File: src/rtl/jtag_tap_bsr.sv
// IEEE 1149.1-style TAP controller with instruction register, bypass, IDCODE
// and a boundary scan register with separate shift and update stages.
module jtag_tap_bsr #(
   parameter int unsigned IR_WIDTH   = 4,
   parameter int unsigned BSR_LEN    = 268,
   parameter logic [31:0] IDCODE_VAL = 32'h1000_0A5B
) (
   input  logic                TCK,
   input  logic                reset,
   input  logic                TMS,
   input  logic                TDI,
   output logic                TDO,
   output logic                tdo_en,
   input  logic [BSR_LEN-1:0]  bsr_pin_in,
   output logic [BSR_LEN-1:0]  bsr_pin_out,
   output logic                bsr_mode,
   output logic [IR_WIDTH-1:0] ir_out,
   output logic [3:0]          tap_state
);

   localparam int unsigned ID_W = 32;

   localparam logic [IR_WIDTH-1:0] INS_EXTEST = '0;
   localparam logic [IR_WIDTH-1:0] INS_SAMPLE = IR_WIDTH'(1);
   localparam logic [IR_WIDTH-1:0] INS_IDCODE = IR_WIDTH'(2);

   typedef enum logic [3:0] {
      TLR     = 4'hF,
      RTI     = 4'hC,
      SEL_DR  = 4'h7,
      CAP_DR  = 4'h6,
      SH_DR   = 4'h2,
      EX1_DR  = 4'h1,
      PAU_DR  = 4'h3,
      EX2_DR  = 4'h0,
      UPD_DR  = 4'h5,
      SEL_IR  = 4'h4,
      CAP_IR  = 4'hE,
      SH_IR   = 4'hA,
      EX1_IR  = 4'h9,
      PAU_IR  = 4'hB,
      EX2_IR  = 4'h8,
      UPD_IR  = 4'hD
   } tap_state_e;

   tap_state_e          state_q, state_d;
   logic [IR_WIDTH-1:0] ir_q, ir_d;
   logic [IR_WIDTH-1:0] ir_sr_q, ir_sr_d;
   logic [BSR_LEN-1:0]  bsr_sr_q, bsr_sr_d;
   logic [BSR_LEN-1:0]  bsr_upd_q, bsr_upd_d;
   logic [ID_W-1:0]     id_sr_q, id_sr_d;
   logic                byp_q, byp_d;
   logic                bsr_mode_q, bsr_mode_d;
   logic                sel_bsr, sel_id;

   // Unknown codes (including all-ones) fall through to bypass.
   assign sel_bsr = (ir_q == INS_EXTEST) || (ir_q == INS_SAMPLE);
   assign sel_id  = (ir_q == INS_IDCODE);

   // TAP state register
   always_ff @(posedge TCK) begin
      if (reset) state_q <= TLR;
      else       state_q <= state_d;
   end

   // TAP next-state
   always_comb begin
      state_d = state_q;
      case (state_q)
         TLR:    state_d = TMS ? TLR    : RTI;
         RTI:    state_d = TMS ? SEL_DR : RTI;
         SEL_DR: state_d = TMS ? SEL_IR : CAP_DR;
         CAP_DR: state_d = TMS ? EX1_DR : SH_DR;
         SH_DR:  state_d = TMS ? EX1_DR : SH_DR;
         EX1_DR: state_d = TMS ? UPD_DR : PAU_DR;
         PAU_DR: state_d = TMS ? EX2_DR : PAU_DR;
         EX2_DR: state_d = TMS ? UPD_DR : SH_DR;
         UPD_DR: state_d = TMS ? SEL_DR : RTI;
         SEL_IR: state_d = TMS ? TLR    : CAP_IR;
         CAP_IR: state_d = TMS ? EX1_IR : SH_IR;
         SH_IR:  state_d = TMS ? EX1_IR : SH_IR;
         EX1_IR: state_d = TMS ? UPD_IR : PAU_IR;
         PAU_IR: state_d = TMS ? EX2_IR : PAU_IR;
         EX2_IR: state_d = TMS ? UPD_IR : SH_IR;
         UPD_IR: state_d = TMS ? SEL_DR : RTI;
         default: state_d = TLR;
      endcase
   end

   // Register actions keyed on the current state
   always_comb begin
      ir_d       = ir_q;
      ir_sr_d    = ir_sr_q;
      bsr_sr_d   = bsr_sr_q;
      bsr_upd_d  = bsr_upd_q;
      id_sr_d    = id_sr_q;
      byp_d      = byp_q;
      bsr_mode_d = (ir_q == INS_EXTEST);
      case (state_q)
         CAP_IR: ir_sr_d = IR_WIDTH'(1);
         SH_IR:  ir_sr_d = {TDI, ir_sr_q[IR_WIDTH-1:1]};
         UPD_IR: ir_d    = ir_sr_q;
         CAP_DR: begin
            if (sel_bsr)     bsr_sr_d = bsr_pin_in;
            else if (sel_id) id_sr_d  = IDCODE_VAL;
            else             byp_d    = 1'b0;
         end
         SH_DR: begin
            // Shift form stays legal when BSR_LEN is 1.
            if (sel_bsr)     bsr_sr_d = (bsr_sr_q >> 1) | (BSR_LEN'(TDI) << (BSR_LEN - 1));
            else if (sel_id) id_sr_d  = {TDI, id_sr_q[ID_W-1:1]};
            else             byp_d    = TDI;
         end
         UPD_DR: if (sel_bsr) bsr_upd_d = bsr_sr_q;
         default: ;
      endcase
      // Arriving in Test-Logic-Reset restores the power-on instruction.
      if (state_d == TLR) begin
         ir_d       = INS_IDCODE;
         bsr_mode_d = 1'b0;
      end
   end

   always_ff @(posedge TCK) begin
      if (reset) begin
         ir_q       <= INS_IDCODE;
         ir_sr_q    <= '0;
         bsr_sr_q   <= '0;
         bsr_upd_q  <= '0;
         id_sr_q    <= '0;
         byp_q      <= 1'b0;
         bsr_mode_q <= 1'b0;
      end else begin
         ir_q       <= ir_d;
         ir_sr_q    <= ir_sr_d;
         bsr_sr_q   <= bsr_sr_d;
         bsr_upd_q  <= bsr_upd_d;
         id_sr_q    <= id_sr_d;
         byp_q      <= byp_d;
         bsr_mode_q <= bsr_mode_d;
      end
   end

   // TDO follows the active shift path directly from the state register.
   always_comb begin
      TDO = 1'b0;
      case (state_q)
         SH_IR: TDO = ir_sr_q[0];
         SH_DR: begin
            if (sel_bsr)     TDO = bsr_sr_q[0];
            else if (sel_id) TDO = id_sr_q[0];
            else             TDO = byp_q;
         end
         default: ;
      endcase
   end

   assign tdo_en      = (state_q == SH_IR) || (state_q == SH_DR);
   assign bsr_pin_out = bsr_upd_q;
   assign bsr_mode    = bsr_mode_q;
   assign ir_out      = ir_q;
   assign tap_state   = state_q;

endmodule

File: config.mk
export PLATFORM = sky130hd
export DESIGN_NAME = jtag_tap_bsr
export DESIGN_NICKNAME = d
export VERILOG_FILES = /design/src/rtl/jtag_tap_bsr.sv
export SDC_FILE = /design/constraint.sdc
export NUM_CORES = 1
export LEC_CHECK = 0
export BUFFER_PORTS_ARGS = -buffer_cell sky130_fd_sc_hd__buf_2
export CAP_MARGIN = 20
export CORE_ASPECT_RATIO = 0.6
export CORE_MARGIN = 4
export CORE_UTILIZATION = 59
export DETAILED_ROUTE_END_ITERATION = 16
export HOLD_SLACK_MARGIN = 0.06
export PLACE_DENSITY = 0.86
export SYNTH_ARGS = -nofsm -noshare
export SYNTH_HDL_FRONTEND = slang
export SYNTH_SLANG_ARGS = --single-unit
export TNS_END_PERCENT = 20
File: constraint.sdc
create_clock -name TCK -period 3.9 [get_ports TCK]
set_clock_uncertainty 0.2 [all_clocks]
set_input_delay 0.585 -clock TCK [delete_from_list [all_inputs] [get_ports TCK]]
set_output_delay 0.585 -clock TCK [all_outputs]
set_load 0.1 [all_outputs]
After elaboration in Yosys (flattened, before gate mapping)
Index checks and enable logic that the tools add are counted.
{ "word_totals": {"elab_cells": 79, "output_inout_bits": 279, "ff_bits": 582, "inputBits": 272} }
{ "classes": {"n_reduce_logical": 14, "eq_ne": 26, "muxes": 30, "n_bitwise": 1} }
{ "ops": {"columns": ["operator", "count"], "rows": [
  ["$mux W268", 2],
  ["$pmux W268 S2", 1],
  ["$or A267 B268 Y268", 1],
  ["$mux W32", 4],
  ["$pmux W32 S2", 1],
  ["$pmux W4 S12", 1],
  ["$eq A4 B4 Y1 const B", 9],
  ["$eq A4 B3 Y1 const B", 4],
  ["$ne A2 B2 Y1 const B", 8],
  ["$eq A4 B2 Y1 const B", 3],
  ["$mux W2", 6],
  ["$mux W3", 4],
  ["$reduce_and A5 Y1", 2],
  ["$eq A4 B1 Y1 const B", 2],
  ["$logic_not A4 Y1", 2],
  ["$pmux W4 S2", 1],
  ["$mux W1", 7],
  ["$reduce_or A2 Y1", 3],
  ["$mux W4", 1],
  ["$pmux W1 S2", 2],
  ["$reduce_bool A2 Y1", 2],
  ["$reduce_and A3 Y1", 1],
  ["$reduce_or A3 Y1", 1],
  ["$logic_or A1 B1 Y1", 2],
  ["$reduce_and A2 Y1", 1]
]} }

Depth between registers and ports, before layout
Gate-level depths: netlist of the first run.
{ "depth": {"depth_word": 5, "depth_mapped": 7, "depth_no_buf": 3} }

Least setup slack after synthesis of the first run
Ideal clock, no wire load.
{ "synth_path": {"path_kind": "register -> output", "startpoint": "reg state_q[1], in the netlist tap_state[1]", "endpoint": "out TDO", "stages_incl_launch_ff": 4, "slack_ns": -0.500, "path_buffers": 0, "t_arrival_ns": 3.615, "required_ns": 3.115, "cell_sequence": "dfxtp_1 > nand2b_1 > nor2_1 > and4b_1"} }
{ "synth_between": {"elab_chain_cells": 2, "word_cells_on_any_way": 3, "cone_classes": "2 x eq/ne; 1 x mux"} }
{ "synth_rtl": {"columns": ["item", "line_no", "text"], "rows": [
  ["from (decl)", "46", "tap_state_e state_q, state_d;"],
  ["from (signal assigned)", "63", "else state_q <= state_d;"],
  ["$eq A4 B2 Y1 or $eq A4 B4 Y1 (tied branches)", "147", "case (state_q)"],
  ["$pmux W1 S2 *", "147", null],
  ["to (decl)", "12", "output logic TDO,"]
]} }
Every way passes the cells marked *; elsewhere a longest branch is shown, timed or not.

Final worst setup path of the first run
{ "layout_path": {"startpoint": "reg state_q[3], in the netlist tap_state[3]", "endpoint": "out TDO"} }
The elaborated chain is that of the path after synthesis.

==> results.py, run 1 <==
metrics = {
    "outcome": {
        "run_status": "complete, no violations",
    },
    "floorplanning": {
        "initial_core_util_pct": 59.82,
        "ios": 551,
        "row_count": 58,
        "die_area_mm2": 0.04600,
        "chipHeight_um": 167.7,
        "coreArea_mm2": 0.04195,
        "die_w_um": 274.2,
    },
    "layout": {
        "final_cell_mix": "812 x nand2_1, 581 x dfxtp_1, 550 x buf_2",
        "layout.nets": 3259,
        "nFillCells": 3015,
        "final_common_cell": "nand2_1",
        "final_cells": 3618,
        "layout-drive-gt1-share_pct": 30.96,
        "area_growth_pct": 18.58,
    },
    "drt": {
        "first_iter_violations": 1385,
        "via_per_inst": 5.487,
        "drt_wl_total_mm": 67.46,
        "vias": 19853,
        "drt-pass1-iter-count": 5,
        "routedWlPerCell_um": 18.65,
        "drc": 0,
        "ant_nets": 0,
    },
    "global_route": {
        "grt_pass1_vias": 20008,
        "grt_start_max_net_pins": 147,
        "grt_util_all_layers_pct": 27.86,
        "antenna_found_initial": 20,
        "grt_pass1_wl_mm": 105.4,
        "grt.overflow.total": 0,
    },
    "setup_path": {
        "path_class": "reg2out",
        "end_kind": "output pin",
        "required_ns": 3.12,
        "cp_max_fo": 33,
        "critPathLaunchType": "register",
        "r2r_slack_ns": 1.25,
        "crit_arrival_ns": 2.33,
    },
    "pwr": {
        "ir_drop_uv": 434.4,
        "p_leak_uw": 0.01484,
        "power.density_mw_per_mm2": 410.5,
    },
    "placed_design": {
        "dp_hpwl_mm": 46.02,
        "dp_cells": 3502,
        "dp_slack_ns": 1.098,
        "routabilityCongestion": 0.9056,
        "io_buffers": 550,
    },
    "yosys": {
        "seq_area_frac_synth_pct": 46.44,
        "syn_area_per_cell_um2": 9.789,
        "yosysTopAreaCell": "dfxtp_1",
        "syn_area_mm2": 0.02509,
        "synth_top_area_share_pct": 46.44,
        "synth_area_leaders": "dfxtp_1 46%, mux2i_1 22%, nand2_1 12%",
        "synthCells": 2563,
        "ys_ff_latch": 582,
        "synthesis.nets": 2835,
        "synth.distinct_cells": 33,
        "yosys_warnings": 0,
    },
    "timing": {
        "slew_violations": 0,
        "max_slew.worst_pin.slew_ns": 0.9524,
        "rsz0062_at_grt": "no",
        "fin_crit_ns": 3.118,
        "max-slew-margin-rel_pct": 36.50,
        "finalSetupViolations": 0,
        "setup_slack_ns": 0.7815,
        "fmax_mhz": 320.7,
        "fin_tns_setup_ns": 0,
        "period_share_pct": 79.96,
        "finalHoldViolCount": 0,
    },
    "clocking": {
        "postCtsSetupRepairBufs": 0,
        "cts_resized": 0,
        "cts_inserted_buffers": 52,
        "ctsHoldBuffers": 0,
        "htree_levels": 2,
        "cts.sinks": 582,
        "clockBufferDepth": 3,
        "path_clk_slew_ns": 0.07,
        "clkLatencyLatePin_ns": 0.57,
        "cts_root_buffer": "clkbuf_16",
        "tritoncts": "yes",
    },
    "run": {
        "maxCapViolations": 0,
    },
    "worst_hold_path": {
        "min_path_type": "in2reg",
    },
}
[path summary, 6_finish.rpt]
kind	depth (start not counted)	end	start
worst max-delay path	5	TDO	tap_state[3]
worst min-delay path	2	tap_state[0]	TMS
worst max register to register	5	bsr_pin_out[224]	tap_state[3]
worst min register to register	2	bsr_pin_out[102]	bsr_pin_out[102]
[sequential cells by signal, summed over array words and instances (netlist names)]
register and cells:
id_sr_q 32, ir_out 4, bsr_pin_out 268, tap_state 4, ir_sr_q 4, byp_q 1
bsr_sr_q 268, bsr_mode 1
[routing by layer]
metal	wire length, um	global-route usage, %	part of all wire (%)
met1	27660	34.65	41
met2	32410	46.75	48
met3	4140	5.772	6.1
met4	3210	12.79	4.8
met5	34	0	0.050
[power by group]
part / switching [uW] / internal [uW] / total, uW
registers: 27.2 / 5960 / 5980
logic: 541 / 477 / 1020
clock network: 2270 / 2940 / 5210
[kinds of logic after synthesis]
| kind of cell | count (synthesis) | synth area share [%] |
|---|---|---|
| and+or+nand+nor | 894 | 14.42 |
| muxes | 808 | 33.57 |
| DFF | 582 | 46.44 |
| buffers and inverters | 208 | 4.119 |
| AOI/OAI and AO/OA | 71 | 1.451 |
[metrics by stage]
stage / area [um^2] / hold slack (ns) / power [uW] / utilization, %
floorplan: 25090 / 0.2431 / 6841 / -
global placement: 27960 / 0.2402 / 7087 / 66.67
detailed placement: 27960 / 0.2492 / 7115 / 66.67
CTS: 29690 / 0.08050 / 12280 / 70.79
global route: 29750 / 0.09699 / 12620 / 70.93
finish: 29750 / 0.1115 / 12210 / 70.93
[synth_stat cells]
cell type / n
a211o_1: 1
a211oi_1: 1
a21oi_1: 40
and2_1: 1
and3b_1: 1
and4b_1: 1
buf_1: 13
buf_2: 19
buf_4: 23
buf_6: 19
clkbuf_1: 133
clkinv_1: 1
dfxtp_1: 582
mux2_2: 268
mux2i_1: 540
nand2_1: 812
nand2b_1: 3
nand3_1: 3
nand3b_1: 4
nand4b_1: 24
nand4bb_1: 1
nor2_1: 3
nor2b_1: 3
nor3_1: 18
nor3b_1: 2
nor4_1: 8
nor4bb_1: 1
o21ai_0: 28
o31ai_1: 1
or3_1: 5
or3b_2: 1
or4_1: 2
or4b_2: 1
[layout make-up]
class	count	area, um^2	area share, %
diodes	18	45.04	0.1514
repair buffers	577	3151	10.59
flip-flops and latches	582	11650	39.17
multi-input cells	1773	12450	41.84
well taps	570	713.2	2.397
clock buffers	80	1548	5.202
clock inverters	17	181.4	0.6098
inverters	1	11.26	0.03785
[worst max-delay path, cell delays in order (launching register included)]
cell and delay [ns]:
dfxtp_1 0.64, nor3_2 0.06, buf_4 0.25, o21ai_0 0.13, and4b_1 0.22, buf_2 0.45
Power figures use the tool's default switching activity.
==> run 2: changes to the inputs <==
- CORE_UTILIZATION: 59 -> 49
- PLACE_DENSITY: 0.86 -> 0.76
- clock period: 3.9 -> 2.6 ns (I/O delays scaled with it)
==> run 2 against run 1 <==
- first-iteration DRC count rose by 0.36%
- sequential power is 50% higher
- flip-flop and latch count unchanged
- die area is 20% higher
- cell count increased by 9.9%
==> results.py, run 2 (synthesis results as in run 1) <==
metrics = {
    "outcome": {
        "run_status": "complete, no violations",
    },
    "clocking": {
        "cts_root_buffer": "clkbuf_16",
        "tritoncts": "yes",
        "postCtsSetupRepairBufs": 0,
        "cts.sinks": 582,
        "cts_inserted_buffers": 53,
        "clkLatencyLatePin_ns": 0.56,
        "clockBufferDepth": 3,
        "path_clk_slew_ns": 0.06,
        "htree_levels": 2,
    },
    "worst_hold_path": {
        "min_path_type": "in2reg",
        "whs_path_depth": 4,
    },
    "setup_path": {
        "cp_max_fo": 16,
        "crit_arrival_ns": 1.91,
        "required_ns": 2.01,
        "critPathLaunchType": "register",
        "end_kind": "output pin",
        "ff2ff_path_depth": 4,
        "path_class": "reg2out",
    },
    "placed_design": {
        "dp_hpwl_mm": 47.18,
        "dpl_cell_area_mm2": 0.02827,
        "routabilityCongestion": 0.8684,
        "io_buffers": 550,
    },
    "layout": {
        "final_cell_mix": "812 x nand2_1, 578 x dfxtp_1, 548 x buf_2",
        "layout.nets": 3526,
        "nFillCells": 3706,
        "layout-drive-gt1-share_pct": 29.00,
        "final_common_cell": "nand2_1",
        "final_area_mm2": 0.03257,
        "multi_input_area_mm2": 0.01246,
        "area_growth_pct": 29.80,
        "regArea_mm2": 0.01166,
    },
    "pwr": {
        "ir_drop_uv": 538.9,
        "internal_power_uw": 14480,
        "clkPwrFrac_pct": 42.4,
        "combPwrFrac_pct": 10.1,
        "p_switching_uw": 4406,
        "power.density_mw_per_mm2": 580.0,
        "p_leak_uw": 0.01598,
        "power.total_uw": 18890,
        "p_sw_share_pct": 23.33,
        "seqPwrFrac_pct": 47.5,
    },
    "global_route": {
        "grt_pass1_wl_mm": 114.9,
        "grt_start_max_net_pins": 102,
        "grt_util_all_layers_pct": 25.31,
        "antenna_found_initial": 4,
        "grt_pass1_vias": 21376,
        "grt.overflow.total": 0,
    },
    "floorplanning": {
        "initial_core_util_pct": 50.21,
        "chipHeight_um": 183.3,
        "coreArea_mm2": 0.04998,
        "die_w_um": 300.1,
        "row_count": 63,
        "die_area_mm2": 0.05501,
        "ios": 551,
    },
    "drt": {
        "vias": 21003,
        "routedWlPerCell_um": 18.40,
        "drt-pass1-iter-count": 5,
        "via_per_inst": 5.282,
        "ant_nets": 0,
        "first_iter_violations": 1390,
        "drc": 0,
        "drt_wl_total_mm": 73.16,
    },
    "run": {
        "maxCapViolations": 0,
    },
    "timing": {
        "fin_tns_setup_ns": 0,
        "slew_violations": 0,
        "fin_crit_ns": 2.499,
        "finalSetupViolations": 0,
        "period_share_pct": 96.10,
        "finalHoldViolCount": 0,
        "holdWs_ns": 0.04363,
        "fmax_mhz": 400.2,
        "max-slew-margin-rel_pct": 59.35,
        "max_slew.worst_pin.slew_ns": 0.6098,
        "rsz0062_at_grt": "no",
    },
}
[run 2: routing by layer]
| metal | wire, um | up-vias | part of all wire [%] | GRT usage [%] |
|---|---|---|---|---|
| li1 | - | 10063 | - | - |
| met1 | 30670 | 10016 | 42 | 32.11 |
| met2 | 35360 | 707 | 48 | 42.94 |
| met3 | 4142 | 217 | 5.7 | 4.756 |
| met4 | 2982 | 0 | 4.1 | 10.08 |
| met5 | 0 | - | 0 | 0 |
[run 2: per-stage QoR]
step | setup slack, ns | instances | utilization (%)
2_1_floorplan | 0.001068 | 2563 | -
3_3_place_gp | 0.2845 | 3627 | 56.56
3_5_place_dp | 0.2396 | 3627 | 56.56
4_1_cts | 0.03614 | 3972 | 65.14
5_1_grt | 0.02118 | 3976 | 65.16
6_report | 0.1014 | 3976 | 65.16
[run 2: power by group through the flow]
stage	clock network (uW)	registers (uW)	logic, uW
6_report	8010	8970	1910
5_1_grt	8500	8970	2040
4_1_cts	8110	8970	1870
3_5_place_dp	0	9170	1550
3_3_place_gp	0	9170	1520
2_1_floorplan	0	9220	1050
[run 2: final cells by class]
cell class              count  area share [%]
multi-input cells        1773           38.27
flip-flops and latches    582           35.81
repair buffers            843           17.92
clock buffers              71           4.526
well taps                 682           2.620
clock inverters            20          0.7991
inverters                   1         0.03458
diodes                      4         0.03074
[run 2: repair_timing]
action / in CTS / in global routing
endpoints found under the setup margin: 2 / 1
endpoints found under the hold margin: 263 / 0
pin swaps: 1 / 1
hold buffers: 254 / 0
gates resized for setup: 3 / 1
[run 2: path summary, 6_finish.rpt]
kind,to,from,slack [ns]
hold / removal,bsr_sr_q[1],bsr_pin_in[1],0.04
setup reg to reg,bsr_pin_out[46],ir_out[3],0.18
setup / recovery,tdo_en,tap_state[1],0.10
hold reg to reg,bsr_pin_out[5],bsr_pin_out[5],0.26
[run 2: worst max-delay path, stage by stage, from the launching register on]
cell and delay (ns):
dfxtp_4 0.44, nand2b_1 0.26, nor2_4 0.19, buf_2 0.45
==> run 3: changes to the inputs <==
- CELL_PAD_IN_SITES_DETAIL_PLACEMENT: default -> 0
- CELL_PAD_IN_SITES_GLOBAL_PLACEMENT: default -> 1
- CORE_UTILIZATION: 49 -> 38
- PLACE_DENSITY: 0.76 -> default
- PLACE_DENSITY_LB_ADDON: default -> 0.1
==> run 3 against run 2 <==
- the flow now finishes with violations (setup timing)
- wire length is 0.21% higher
- utilization shrank 14 points
- die area rose by 28%
- sequential share of layout area shrank 0.84 points
- cell count rose by 5.4%
- via count down 4.1%
- cell area rose by 2.4%
- non-clock buffer count increased by 28
- register-to-register slack worse by 0.35 ns
- clock-buffer cell count rose by 15
- largest cell class unchanged
- highest routed layer is now met5
==> results.py, run 3 (synthesis results as in run 1) <==
metrics = {
    "pwr": {
        "ir_drop_uv": 483.4,
        "combPwrFrac_pct": 9.8,
        "clkPwrFrac_pct": 44.6,
        "p_switching_uw": 4660,
        "seqPwrFrac_pct": 45.5,
        "p_sw_share_pct": 23.64,
        "p_leak_uw": 0.01626,
        "internal_power_uw": 15050,
        "power.density_mw_per_mm2": 590.9,
    },
    "setup_path": {
        "cp_max_fo": 118,
        "critical-path-max-stage-delay_ns": 0.51,
        "crit_arrival_ns": 3.08,
        "required_ns": 2.91,
        "cp_cell_sequence": "or3_4 -> or3_4 -> buf_16 -> mux2i_1",
        "crit_family": "simple AND/OR/NAND/NOR gates",
        "crit_path_top_delay_cell": "or3_4",
        "r2r_start": "ir_out[3]",
        "critPathLaunchType": "register",
        "path_class": "reg2reg",
        "critPathLaunch": "ir_out[3]",
        "cp_num_buf_inv": 1,
        "end_kind": "register",
        "path_common_cell": "or3_4",
    },
    "clocking": {
        "clockBufferDepth": 3,
        "cts_inserted_buffers": 58,
        "clkLatencyLatePin_ns": 0.61,
        "cts.sinks": 582,
        "cts_root_buffer": "clkbuf_16",
        "path_clk_slew_ns": 0.07,
        "htree_levels": 2,
        "tritoncts": "yes",
    },
    "drt": {
        "drt_wl_total_mm": 73.31,
        "drc": 0,
        "routedWlPerCell_um": 17.49,
        "drt-pass1-iter-count": 5,
        "vias": 20139,
        "via_per_inst": 4.805,
        "first_iter_violations": 947,
        "ant_nets": 0,
    },
    "outcome": {
        "run_status": "complete, but fails checks",
        "violations": "setup timing",
    },
    "layout": {
        "layout.nets": 3559,
        "area_growth_pct": 32.94,
        "fin_util_pct": 51.42,
        "final_common_cell": "nand2_1",
        "final_cell_mix": "812 x nand2_1, 577 x dfxtp_1, 547 x buf_2",
        "layout-drive-gt1-share_pct": 29.59,
    },
    "global_route": {
        "grt.overflow.total": 0,
        "grt_util_all_layers_pct": 20.19,
        "grt_pass1_wl_mm": 116.7,
        "antenna_found_initial": 6,
        "grt_pass1_vias": 20878,
        "grt_start_max_net_pins": 119,
    },
    "worst_hold_path": {
        "min_path_type": "reg2reg",
        "worstHoldStart": "bsr_pin_out[253]",
    },
    "timing": {
        "rsz0062_at_grt": "no",
        "max_slew.worst_pin.slew_ns": 1.301,
        "finalHoldViolCount": 0,
        "max-slew-margin-rel_pct": 13.26,
        "finalSetupViolations": 68,
        "setup_slack_ns": -0.1707,
        "fmax_mhz": 360.9,
        "slew_violations": 0,
        "period_share_pct": 106.6,
        "fin_crit_ns": 2.771,
    },
    "floorplanning": {
        "die_w_um": 339.7,
        "initial_core_util_pct": 38.68,
        "chipHeight_um": 207.0,
        "coreArea_mm2": 0.06486,
        "row_count": 72,
        "ios": 551,
        "die_area_mm2": 0.07034,
    },
    "placed_design": {
        "routabilityCongestion": 0.7876,
        "dp_hpwl_mm": 48.67,
        "io_buffers": 550,
        "dp_slack_ns": 0.09988,
    },
    "run": {
        "maxCapViolations": 0,
    },
}
==> run 3: changes by cell type in the layout (fill, tap and decap cells not counted), sizes merged <==
| cell | before | now |
|---|---|---|
| buf | 589 | 599 |
| bufinv | 6 | 3 |
| clkbuf | 71 | 86 |
| clkinv | 12 | 14 |
| clkinvlp | 1 | 5 |
| dlygate4sd3 | 254 | 272 |
==> run 3: worst reg2reg max path: stages (launching register included) <==
cell and delay [ns]:
dfxtp_1 0.39, or3_4 0.51, or3_4 0.45, buf_16 0.22
mux2i_1 0.90
==> run 3: path summary, 6_finish.rpt <==
kind | to | slack (ns) | cells past startpoint
setup / recovery | bsr_pin_out[28] | -0.17 | 4
hold / removal | bsr_pin_out[253] | 0.25 | 2
setup reg to reg | bsr_pin_out[28] | -0.17 | 4
hold reg to reg | bsr_pin_out[253] | 0.25 | 2
==> run 3: what timing repair did <==
action / 4_1_cts / 5_1_grt
resized for setup: 4 / 5
setup endpoints to repair: 2 / 97
setup buffers: 0 / 2
cloned: 0 / 0
endpoints found under the hold margin: 279 / 0
pin swaps: 0 / 1
hold buffers: 272 / 0
==> run 3: area by class of cell <==
cell class              instances  area (um^2)
clock inverters                23        212.7
flip-flops and latches        582        11660
clock buffers                  86         1800
diodes                          4        10.01
well taps                     851         1065
multi-input cells            1773        12470
repair buffers                871         6116
fillers                      5949        31510
inverters                       1        11.26
==> run 3: power groups by stage <==
stage | Clock (uW) | Combinational, uW | Sequential (uW)
finish | 8800 | 1940 | 8970
floorplan | 0 | 1050 | 9220
global placement | 0 | 1590 | 9170
CTS | 9080 | 1940 | 8970
global route | 9390 | 2110 | 8970
detailed placement | 0 | 1590 | 9170
==> run 3: routing by layer <==
metal | wire length, um | global-route usage (%) | up-vias
met5 | 25 | 0 | -
met4 | 2336 | 6.790 | 4
met3 | 3605 | 4.615 | 131
met2 | 34210 | 33.33 | 373
met1 | 33130 | 26.15 | 9500
li1 | - | - | 10131
==> run 3: through the flow <==
step           TNS, ns  std cells  hold slack (ns)  cell area [um^2]  power [uW]
6_report        -5.448       4191           0.2546             33350       19710
4_1_cts              0       4185           0.2554             33300       19990
5_1_grt              0       4190           0.2669             33350       20470
3_3_place_gp         0       3804           0.2409             28550       10760
2_1_floorplan        0       2563           0.2431             25130       10270
3_5_place_dp         0       3804           0.2463             28550       10770
